$ cat config.mk
export PLATFORM = sky130hd
export DESIGN_NAME = csr_unit_flat
export DESIGN_NICKNAME = d
export VERILOG_FILES = /design/src/rtl/csr_unit_if.sv /design/src/rtl/csr_unit.sv /design/src/flat_wrapper.sv
export SDC_FILE = /design/constraint.sdc
export NUM_CORES = 1
export LEC_CHECK = 0
export CELL_PAD_IN_SITES_DETAIL_PLACEMENT = 1
export CELL_PAD_IN_SITES_GLOBAL_PLACEMENT = 1
export CORE_MARGIN = 2
export CORE_UTILIZATION = 30
export CTS_CLUSTER_SIZE = 20
export DETAILED_ROUTE_END_ITERATION = 7
export PLACE_DENSITY_LB_ADDON = 0.1
export SYNTH_ARGS = -nofsm -noshare
export SYNTH_HDL_FRONTEND = slang
export SYNTH_SLANG_ARGS = --single-unit
export TNS_END_PERCENT = 1
$ cat constraint.sdc
create_clock -name clk -period 6.7 [get_ports clk]
set_input_delay 1.34 -clock clk [delete_from_list [all_inputs] [get_ports clk]]
set_output_delay 1.34 -clock clk [all_outputs]
set_load 0.005 [all_outputs]
$ cat src/rtl/csr_unit_if.sv
// CSR access bus between the pipeline and the CSR unit: read port plus op/write port.
interface csr_unit_if #(
    parameter int unsigned XLEN = 32
);
    logic [11:0]     rd_addr;
    logic [XLEN-1:0] rd_data;
    logic [1:0]      csr_op;
    logic [11:0]     wr_addr;
    logic [XLEN-1:0] wr_src;

    // Pipeline side: issues addresses and ops, receives read data.
    modport master (
        output rd_addr,
        output csr_op,
        output wr_addr,
        output wr_src,
        input  rd_data
    );

    // CSR unit side.
    modport slave (
        input  rd_addr,
        input  csr_op,
        input  wr_addr,
        input  wr_src,
        output rd_data
    );
endinterface

$ cat src/rtl/csr_unit.sv
// Machine-mode CSR unit: CSRRW/RS/RC access, trap entry and MRET sequencing,
// interrupt-pending tracking and writable cycle/instret counters.
// Legal parameter ranges: XLEN >= 32, 33 <= CNT_W <= 64.
module csr_unit #(
    parameter int unsigned     XLEN      = 32,
    parameter int unsigned     CNT_W     = 64,
    parameter logic [XLEN-1:0] MTVEC_RST = '0
) (
    input  logic            clk,
    input  logic            rst_n,
    csr_unit_if.slave       bus,
    input  logic            instr_retire,
    input  logic            trap_valid,
    input  logic [XLEN-1:0] trap_pc,
    input  logic [XLEN-1:0] trap_cause,
    input  logic [XLEN-1:0] trap_val,
    input  logic            mret,
    input  logic            ext_irq,
    input  logic            tmr_irq,
    input  logic            sw_irq,
    output logic            irq_req,
    output logic [XLEN-1:0] trap_target,
    output logic [XLEN-1:0] mepc_out,
    output logic            glb_int_en
);

    localparam logic [11:0] A_MSTATUS   = 12'h300;
    localparam logic [11:0] A_MIE       = 12'h304;
    localparam logic [11:0] A_MTVEC     = 12'h305;
    localparam logic [11:0] A_MSCRATCH  = 12'h340;
    localparam logic [11:0] A_MEPC      = 12'h341;
    localparam logic [11:0] A_MCAUSE    = 12'h342;
    localparam logic [11:0] A_MTVAL     = 12'h343;
    localparam logic [11:0] A_MIP       = 12'h344;
    localparam logic [11:0] A_MCYCLE    = 12'hB00;
    localparam logic [11:0] A_MINSTRET  = 12'hB02;
    localparam logic [11:0] A_MCYCLEH   = 12'hB80;
    localparam logic [11:0] A_MINSTRETH = 12'hB82;
    localparam logic [11:0] A_CYCLE     = 12'hC00;
    localparam logic [11:0] A_INSTRET   = 12'hC02;
    localparam logic [11:0] A_CYCLEH    = 12'hC80;
    localparam logic [11:0] A_INSTRETH  = 12'hC82;

    localparam logic [1:0] OP_NONE = 2'b00;
    localparam logic [1:0] OP_RW   = 2'b01;
    localparam logic [1:0] OP_RS   = 2'b10;
    localparam logic [1:0] OP_RC   = 2'b11;

    localparam logic [XLEN-1:0] MPP_BITS      = XLEN'(32'h0000_1800);
    localparam logic [XLEN-1:0] MSTATUS_WMASK = XLEN'(32'h0000_0088);
    localparam logic [XLEN-1:0] MIE_WMASK     = XLEN'(32'h0000_0888);
    localparam logic [XLEN-1:0] MTVEC_WMASK   = ~XLEN'(32'h0000_0002);
    localparam logic [XLEN-1:0] MEPC_WMASK    = ~XLEN'(32'h0000_0003);
    localparam logic [XLEN-1:0] CNT_LO_WMASK  = XLEN'(32'hFFFF_FFFF);
    localparam logic [XLEN-1:0] CNT_HI_WMASK  = XLEN'((64'd1 << (CNT_W - 32)) - 64'd1);

    logic              mstatus_mie;
    logic              mstatus_mpie;
    logic [XLEN-1:0]   mie_q;
    logic [XLEN-1:0]   mip_q;
    logic [XLEN-1:0]   mtvec_q;
    logic [XLEN-1:0]   mepc_q;
    logic [XLEN-1:0]   mcause_q;
    logic [XLEN-1:0]   mtval_q;
    logic [XLEN-1:0]   mscratch_q;
    logic [CNT_W-1:0]  mcycle_q;
    logic [CNT_W-1:0]  minstret_q;

    logic [XLEN-1:0]   wr_old;
    logic [XLEN-1:0]   wr_raw;
    logic [XLEN-1:0]   wr_val;
    logic [XLEN-1:0]   wr_view;
    logic              wr_en;
    logic              rd_fwd;

    // Architectural read view of a CSR address; unmapped addresses read 0.
    function automatic logic [XLEN-1:0] csr_read(input logic [11:0] a);
        logic [XLEN-1:0] v;
        v = '0;
        case (a)
            A_MSTATUS:              v = MPP_BITS | XLEN'({mstatus_mpie, 3'b000, mstatus_mie, 3'b000});
            A_MIE:                  v = mie_q;
            A_MIP:                  v = mip_q;
            A_MTVEC:                v = mtvec_q;
            A_MEPC:                 v = mepc_q;
            A_MCAUSE:               v = mcause_q;
            A_MTVAL:                v = mtval_q;
            A_MSCRATCH:             v = mscratch_q;
            A_MCYCLE, A_CYCLE:      v = XLEN'(mcycle_q[31:0]);
            A_MCYCLEH, A_CYCLEH:    v = XLEN'(mcycle_q[CNT_W-1:32]);
            A_MINSTRET, A_INSTRET:  v = XLEN'(minstret_q[31:0]);
            A_MINSTRETH, A_INSTRETH: v = XLEN'(minstret_q[CNT_W-1:32]);
            default:                v = '0;
        endcase
        return v;
    endfunction

    // Writable-bit mask per address; zero marks a read-only or unmapped address.
    function automatic logic [XLEN-1:0] wr_mask(input logic [11:0] a);
        logic [XLEN-1:0] m;
        m = '0;
        case (a)
            A_MSTATUS:                  m = MSTATUS_WMASK;
            A_MIE:                      m = MIE_WMASK;
            A_MTVEC:                    m = MTVEC_WMASK;
            A_MEPC:                     m = MEPC_WMASK;
            A_MCAUSE, A_MTVAL, A_MSCRATCH: m = '1;
            A_MCYCLE, A_MINSTRET:       m = CNT_LO_WMASK;
            A_MCYCLEH, A_MINSTRETH:     m = CNT_HI_WMASK;
            default:                    m = '0;
        endcase
        return m;
    endfunction

    // Op evaluation, masking, squash by trap/MRET and read-forward detection.
    always_comb begin
        wr_old = csr_read(bus.wr_addr);
        wr_raw = wr_old;
        case (bus.csr_op)
            OP_RW:   wr_raw = bus.wr_src;
            OP_RS:   wr_raw = wr_old | bus.wr_src;
            OP_RC:   wr_raw = wr_old & ~bus.wr_src;
            default: wr_raw = wr_old;
        endcase
        wr_val  = wr_raw & wr_mask(bus.wr_addr);
        wr_view = wr_val | ((bus.wr_addr == A_MSTATUS) ? MPP_BITS : '0);
        wr_en   = (bus.csr_op != OP_NONE) && (wr_mask(bus.wr_addr) != '0)
                  && !trap_valid && !mret;
        // Forward only a write that actually commits, so rd_data matches the next state.
        rd_fwd  = wr_en && (bus.wr_addr == bus.rd_addr);
    end

    // CSR state: trap entry beats MRET beats software write.
    always_ff @(posedge clk or negedge rst_n) begin
        if (!rst_n) begin
            mstatus_mie  <= 1'b0;
            mstatus_mpie <= 1'b0;
            mie_q        <= '0;
            mtvec_q      <= MTVEC_RST & MTVEC_WMASK;
            mepc_q       <= '0;
            mcause_q     <= '0;
            mtval_q      <= '0;
            mscratch_q   <= '0;
        end else if (trap_valid) begin
            mepc_q       <= {trap_pc[XLEN-1:2], 2'b00};
            mcause_q     <= trap_cause;
            mtval_q      <= trap_val;
            mstatus_mpie <= mstatus_mie;
            mstatus_mie  <= 1'b0;
        end else if (mret) begin
            mstatus_mie  <= mstatus_mpie;
            mstatus_mpie <= 1'b1;
        end else if (wr_en) begin
            case (bus.wr_addr)
                A_MSTATUS: begin
                    mstatus_mie  <= wr_val[3];
                    mstatus_mpie <= wr_val[7];
                end
                A_MIE:      mie_q      <= wr_val;
                A_MTVEC:    mtvec_q    <= wr_val;
                A_MEPC:     mepc_q     <= wr_val;
                A_MCAUSE:   mcause_q   <= wr_val;
                A_MTVAL:    mtval_q    <= wr_val;
                A_MSCRATCH: mscratch_q <= wr_val;
                default:    ;
            endcase
        end
    end

    // Pending interrupts sampled every cycle from the level sources.
    always_ff @(posedge clk or negedge rst_n) begin
        if (!rst_n) begin
            mip_q <= '0;
        end else begin
            mip_q <= XLEN'({ext_irq, 3'b000, tmr_irq, 3'b000, sw_irq, 3'b000});
        end
    end

    // Counters: a write to either half replaces that cycle's increment.
    always_ff @(posedge clk or negedge rst_n) begin
        if (!rst_n) begin
            mcycle_q   <= '0;
            minstret_q <= '0;
        end else begin
            if (wr_en && bus.wr_addr == A_MCYCLE) begin
                mcycle_q <= {mcycle_q[CNT_W-1:32], wr_val[31:0]};
            end else if (wr_en && bus.wr_addr == A_MCYCLEH) begin
                mcycle_q <= {wr_val[CNT_W-33:0], mcycle_q[31:0]};
            end else begin
                mcycle_q <= mcycle_q + CNT_W'(1);
            end

            if (wr_en && bus.wr_addr == A_MINSTRET) begin
                minstret_q <= {minstret_q[CNT_W-1:32], wr_val[31:0]};
            end else if (wr_en && bus.wr_addr == A_MINSTRETH) begin
                minstret_q <= {wr_val[CNT_W-33:0], minstret_q[31:0]};
            end else if (instr_retire) begin
                minstret_q <= minstret_q + CNT_W'(1);
            end
        end
    end

    // Registered read port with same-cycle write forwarding.
    always_ff @(posedge clk or negedge rst_n) begin
        if (!rst_n) begin
            bus.rd_data <= '0;
        end else begin
            bus.rd_data <= rd_fwd ? wr_view : csr_read(bus.rd_addr);
        end
    end

    // Handler address: vectored mode offsets interrupts by 4 * cause.
    always_comb begin
        trap_target = {mtvec_q[XLEN-1:2], 2'b00};
        if (mtvec_q[0] && trap_cause[XLEN-1]) begin
            trap_target = trap_target + XLEN'({trap_cause[4:0], 2'b00});
        end
    end

    assign irq_req    = mstatus_mie & (|(mip_q & mie_q));
    assign glb_int_en = mstatus_mie;
    assign mepc_out   = mepc_q;

endmodule

$ cat src/flat_wrapper.sv
// flat-port wrapper written by rule: the top's interface ports become plain ports
module csr_unit_flat 
#(
    parameter int unsigned     XLEN      = 32,
    parameter int unsigned     CNT_W     = 64,
    parameter logic [XLEN-1:0] MTVEC_RST = '0
)
  (clk, rst_n, instr_retire, trap_valid, trap_pc, trap_cause, trap_val, mret, ext_irq, tmr_irq, sw_irq, irq_req, trap_target, mepc_out, glb_int_en, bus_rd_addr, bus_csr_op, bus_wr_addr, bus_wr_src, bus_rd_data);
  csr_unit_if #(.XLEN(XLEN)) bus_i ();
  input  logic clk;
  input  logic rst_n;
  input  logic instr_retire;
  input  logic trap_valid;
  input  logic [XLEN-1:0] trap_pc;
  input  logic [XLEN-1:0] trap_cause;
  input  logic [XLEN-1:0] trap_val;
  input  logic mret;
  input  logic ext_irq;
  input  logic tmr_irq;
  input  logic sw_irq;
  output logic irq_req;
  output logic [XLEN-1:0] trap_target;
  output logic [XLEN-1:0] mepc_out;
  output logic glb_int_en;
  input wire logic [$bits(bus_i.rd_addr)-1:0] bus_rd_addr;
  input wire logic [$bits(bus_i.csr_op)-1:0] bus_csr_op;
  input wire logic [$bits(bus_i.wr_addr)-1:0] bus_wr_addr;
  input wire logic [$bits(bus_i.wr_src)-1:0] bus_wr_src;
  output wire logic [$bits(bus_i.rd_data)-1:0] bus_rd_data;
  assign bus_i.rd_addr = bus_rd_addr;
  assign bus_i.csr_op = bus_csr_op;
  assign bus_i.wr_addr = bus_wr_addr;
  assign bus_i.wr_src = bus_wr_src;
  assign bus_rd_data = bus_i.rd_data;
  csr_unit #(.XLEN(XLEN), .CNT_W(CNT_W), .MTVEC_RST(MTVEC_RST)) u_core (.clk(clk), .rst_n(rst_n), .bus(bus_i), .instr_retire(instr_retire), .trap_valid(trap_valid), .trap_pc(trap_pc), .trap_cause(trap_cause), .trap_val(trap_val), .mret(mret), .ext_irq(ext_irq), .tmr_irq(tmr_irq), .sw_irq(sw_irq), .irq_req(irq_req), .trap_target(trap_target), .mepc_out(mepc_out), .glb_int_en(glb_int_en));
endmodule
==> results.yml <==
placement:
  io_buffers: 255
  dp_hpwl_microns: 114200
  gp_congestion: 1.037
  dp_worst_setup_slack_ps: 1029
timing:
  finalSetupViolations: 0
  tightest_slew_ps: 1457
  max_freq_mhz: 175.9
  hold_viol: 0
  slew_viol_final: 0
  fin_skew_ps: 54.10
  relSlewSlack_pct: 2.467
  fin_setup_tns_ps: 0
  rsz0062_at_grt: "no"
  hold_ws_ps: 514.1
  period_needed_ps: 5685
  fin_ws_ps: 1015
  period_share_pct: 84.85
setup_path:
  crit_chain: "clkdlybuf4s50_1, ha_1, inv_1, fa_1, nor2b_1, o21a_1, o21a_1, o21a_1, buf_4, nand3_1, nor2_1, xor2_1, clkdlybuf4s50_1"
  worstPathMaxFanout: 9
  critical_path.most_common_cell: "o21a_1"
  r2r_slack_ps: 2870
  reg2reg_from: "u_core.minstret_q[20]"
  start_kind: "primary input"
  crit_buf_inv: 4
  slowest_stage: "clkdlybuf4s50_1"
  cp.arrival_ps: 4350
  critPathMaxStageDelay_ps: 530
  path_class: "primary input to primary output"
  reg2reg_depth: 7
  crit_family: "buffers and inverters"
  required_ps: 5360
  critPathCaptureType: "primary output"
  r2r_end: "u_core.minstret_q[46]"
die:
  start_util_pct: 30.33
  die_h_microns: 286.6
  io_pins: 260
  coreArea_sq_mm: 0.07900
  dieArea_sq_mm: 0.08215
  rows: 103
  die-width_microns: 286.6
global_routing:
  grt_pass1_vias: 26837
  grt_use_total_pct: 36.91
  grt_pass1_wl_microns: 215100
  grt-ovfl-total: 0
  grt_start_max_net_pins: 119
  antenna_found_initial: 12
clock_network:
  clock_latency_ps: 650
  post_cts_buffers: 0
  cts_tree: "yes"
  cts-resized-gates: 0
  h-tree-depth: 2
  cts_sinks: 357
  hold_buffers: 0
  clockBufferDepth: 3
  clk_pin_slew_ps: 60
  root_buffer: "clkbuf_16"
  cts_made_buffers: 47
synthesis:
  yosys_warnings: 0
  synth-main-ff-cell: "dfrtp_1"
  synth_cell_types: 106
  ys_seq_area_share_pct: 37.28
  ys_ff_latch: 357
  ys_async_sr_fraction_pct: 100.0
  avgSynthCellArea_sq_um: 8.816
  synth_edf_count: 0
  syn_inst: 2718
  synth_area_sq_mm: 0.02396
power_and_ir_drop:
  power.leakage_uw: 0.01162
  ir_drop_v: 0.0001930
  power_density_mw_per_mm2: 195.6
worst_hold_path:
  min_to: "u_core.mscratch_q[0]"
  min_path_cells: 2
  hold_class: "register to register"
  worst_hold_startpoint: "u_core.mscratch_q[0]"
final_layout:
  final_cell_mix: "dfrtp_1, nand2_1, o21ai_0"
  n_fill_cell: 9006
  drive_gt1_share_pct: 11.84
  multi_input_area_sq_mm: 0.01403
  top_regs: "u_core.mcycle_q: 64 flops, u_core.minstret_q: 64 flops"
  utilization_pct: 37.51
  seq_area_sq_mm: 0.008934
  final_common_cell: "dfrtp_1"
  num-nets-final: 3089
  syn_to_final_growth_pct: 23.65
detailed_routing:
  routed_wl_microns: 154400
  postRouteAntennaNets: 0
  wire_per_inst_microns: 38.54
  drtPass1Iterations: 8
  viasPerCell: 6.624
  drcViolationCount: 0
  vias: 26541
  drtIter0Drc: 3581
run:
  cap_violations: 0
outcome:
  status: "complete, no violations"
==> worst min-delay path, cell delays in order, from the launching register on <==
cell and delay, ps:
dfrtp_1 370, nand2_1 50, o21ai_0 60
==> worst max-delay path by stage <==
stage / end / cells past startpoint / start
after global routing: trap_target[30] / 13 / trap_cause[0]
after CTS: trap_target[31] / 9 / trap_cause[2]
final: trap_target[30] / 13 / trap_cause[0]
after global placement: trap_target[26] / 13 / trap_cause[0]
after detailed placement: u_core.mtval_q[5] / 9 / bus_wr_addr[7]
after floorplan: trap_target[26] / 11 / trap_cause[0]
==> power breakdown <==
part	switching, uW	internal (uW)	total (uW)	leakage [uW]
sequential	176	2240	2410	0.00461
combinational	372	278	650	0.00621
clock	1130	1610	2730	0.000804
==> stage by stage <==
stage | cells | instance area, sq um | total power [uW]
floorplan | 2719 | 23970 | 2655
global placement | 3920 | 27990 | 3065
detailed placement | 3920 | 27990 | 3081
CTS | 4006 | 29630 | 5809
global route | 4006 | 29630 | 5952
finish | 4007 | 29630 | 5796
==> logic make-up after synthesis <==
group                    Yosys count  share of synthesized area (%)
AND/OR/NAND/NOR                  961                          21.11
AO/OA/AOI/OAI                    888                          26.64
flip-flops                       357                          37.28
buffers and inverters            270                          4.893
multiplexers                     130                          5.848
XOR/XNOR                         103                          3.765
adder cells (fa/ha/maj)            8                         0.4490
other                              1                        0.01565
==> area by class of cell <==
class                      instances  area share [%]
timing repair buffer             384           12.07
tap                             1050           4.434
inverter                          37          0.4687
multi-input combinational       2092           47.34
sequential                       357           30.15
antenna                            1        0.008446
clock buffer                      64           4.523
clock inverter                    22           1.005
==> synth_stat cells (all sizes together) (11+ instances only) <==
cell type	n	area [sq um]
dfrtp	357	8934
nand2	321	1205
o21ai	298	1495
clkbuf	166	623.1
nand3	119	595.6
nor2	107	404.1
a21oi	101	505.5
nand4	87	544.3
a22oi	70	525.5
mux2i	68	680.7
buf	67	410.4
a222oi	62	620.6
mux2	60	675.7
xnor2	58	508.0
and2	55	344.1
nor3	54	291.5
and3	46	287.8
xor2	45	394.1
a221oi	42	385.4
inv	37	138.9
o211ai	37	330.3
a22o	36	315.3
nor2b	30	187.7
nor4	26	193.9
a221o	25	254.0
and4	25	219.0
o22ai	21	131.4
a31oi	20	125.1
nor3b	19	142.6
o221ai	18	170.2
a211oi	16	157.7
a21o	16	120.1
a2111oi	14	225.2
o2111ai	14	122.6
or3	14	87.58
o31ai	13	97.59
o21a	11	82.58
==> routing by layer <==
| metal | share of wire, % | track usage [%] | vias to the layer above |
|---|---|---|---|
| met2 | 43 | 56.04 | 1669 |
| met4 | 7.3 | 22.77 | 8 |
| met3 | 9.7 | 8.665 | 474 |
| met1 | 40 | 47.38 | 13588 |
| li1 | - | - | 10802 |
| met5 | 0.036 | 0 | - |
Power figures use the tool's default switching activity.
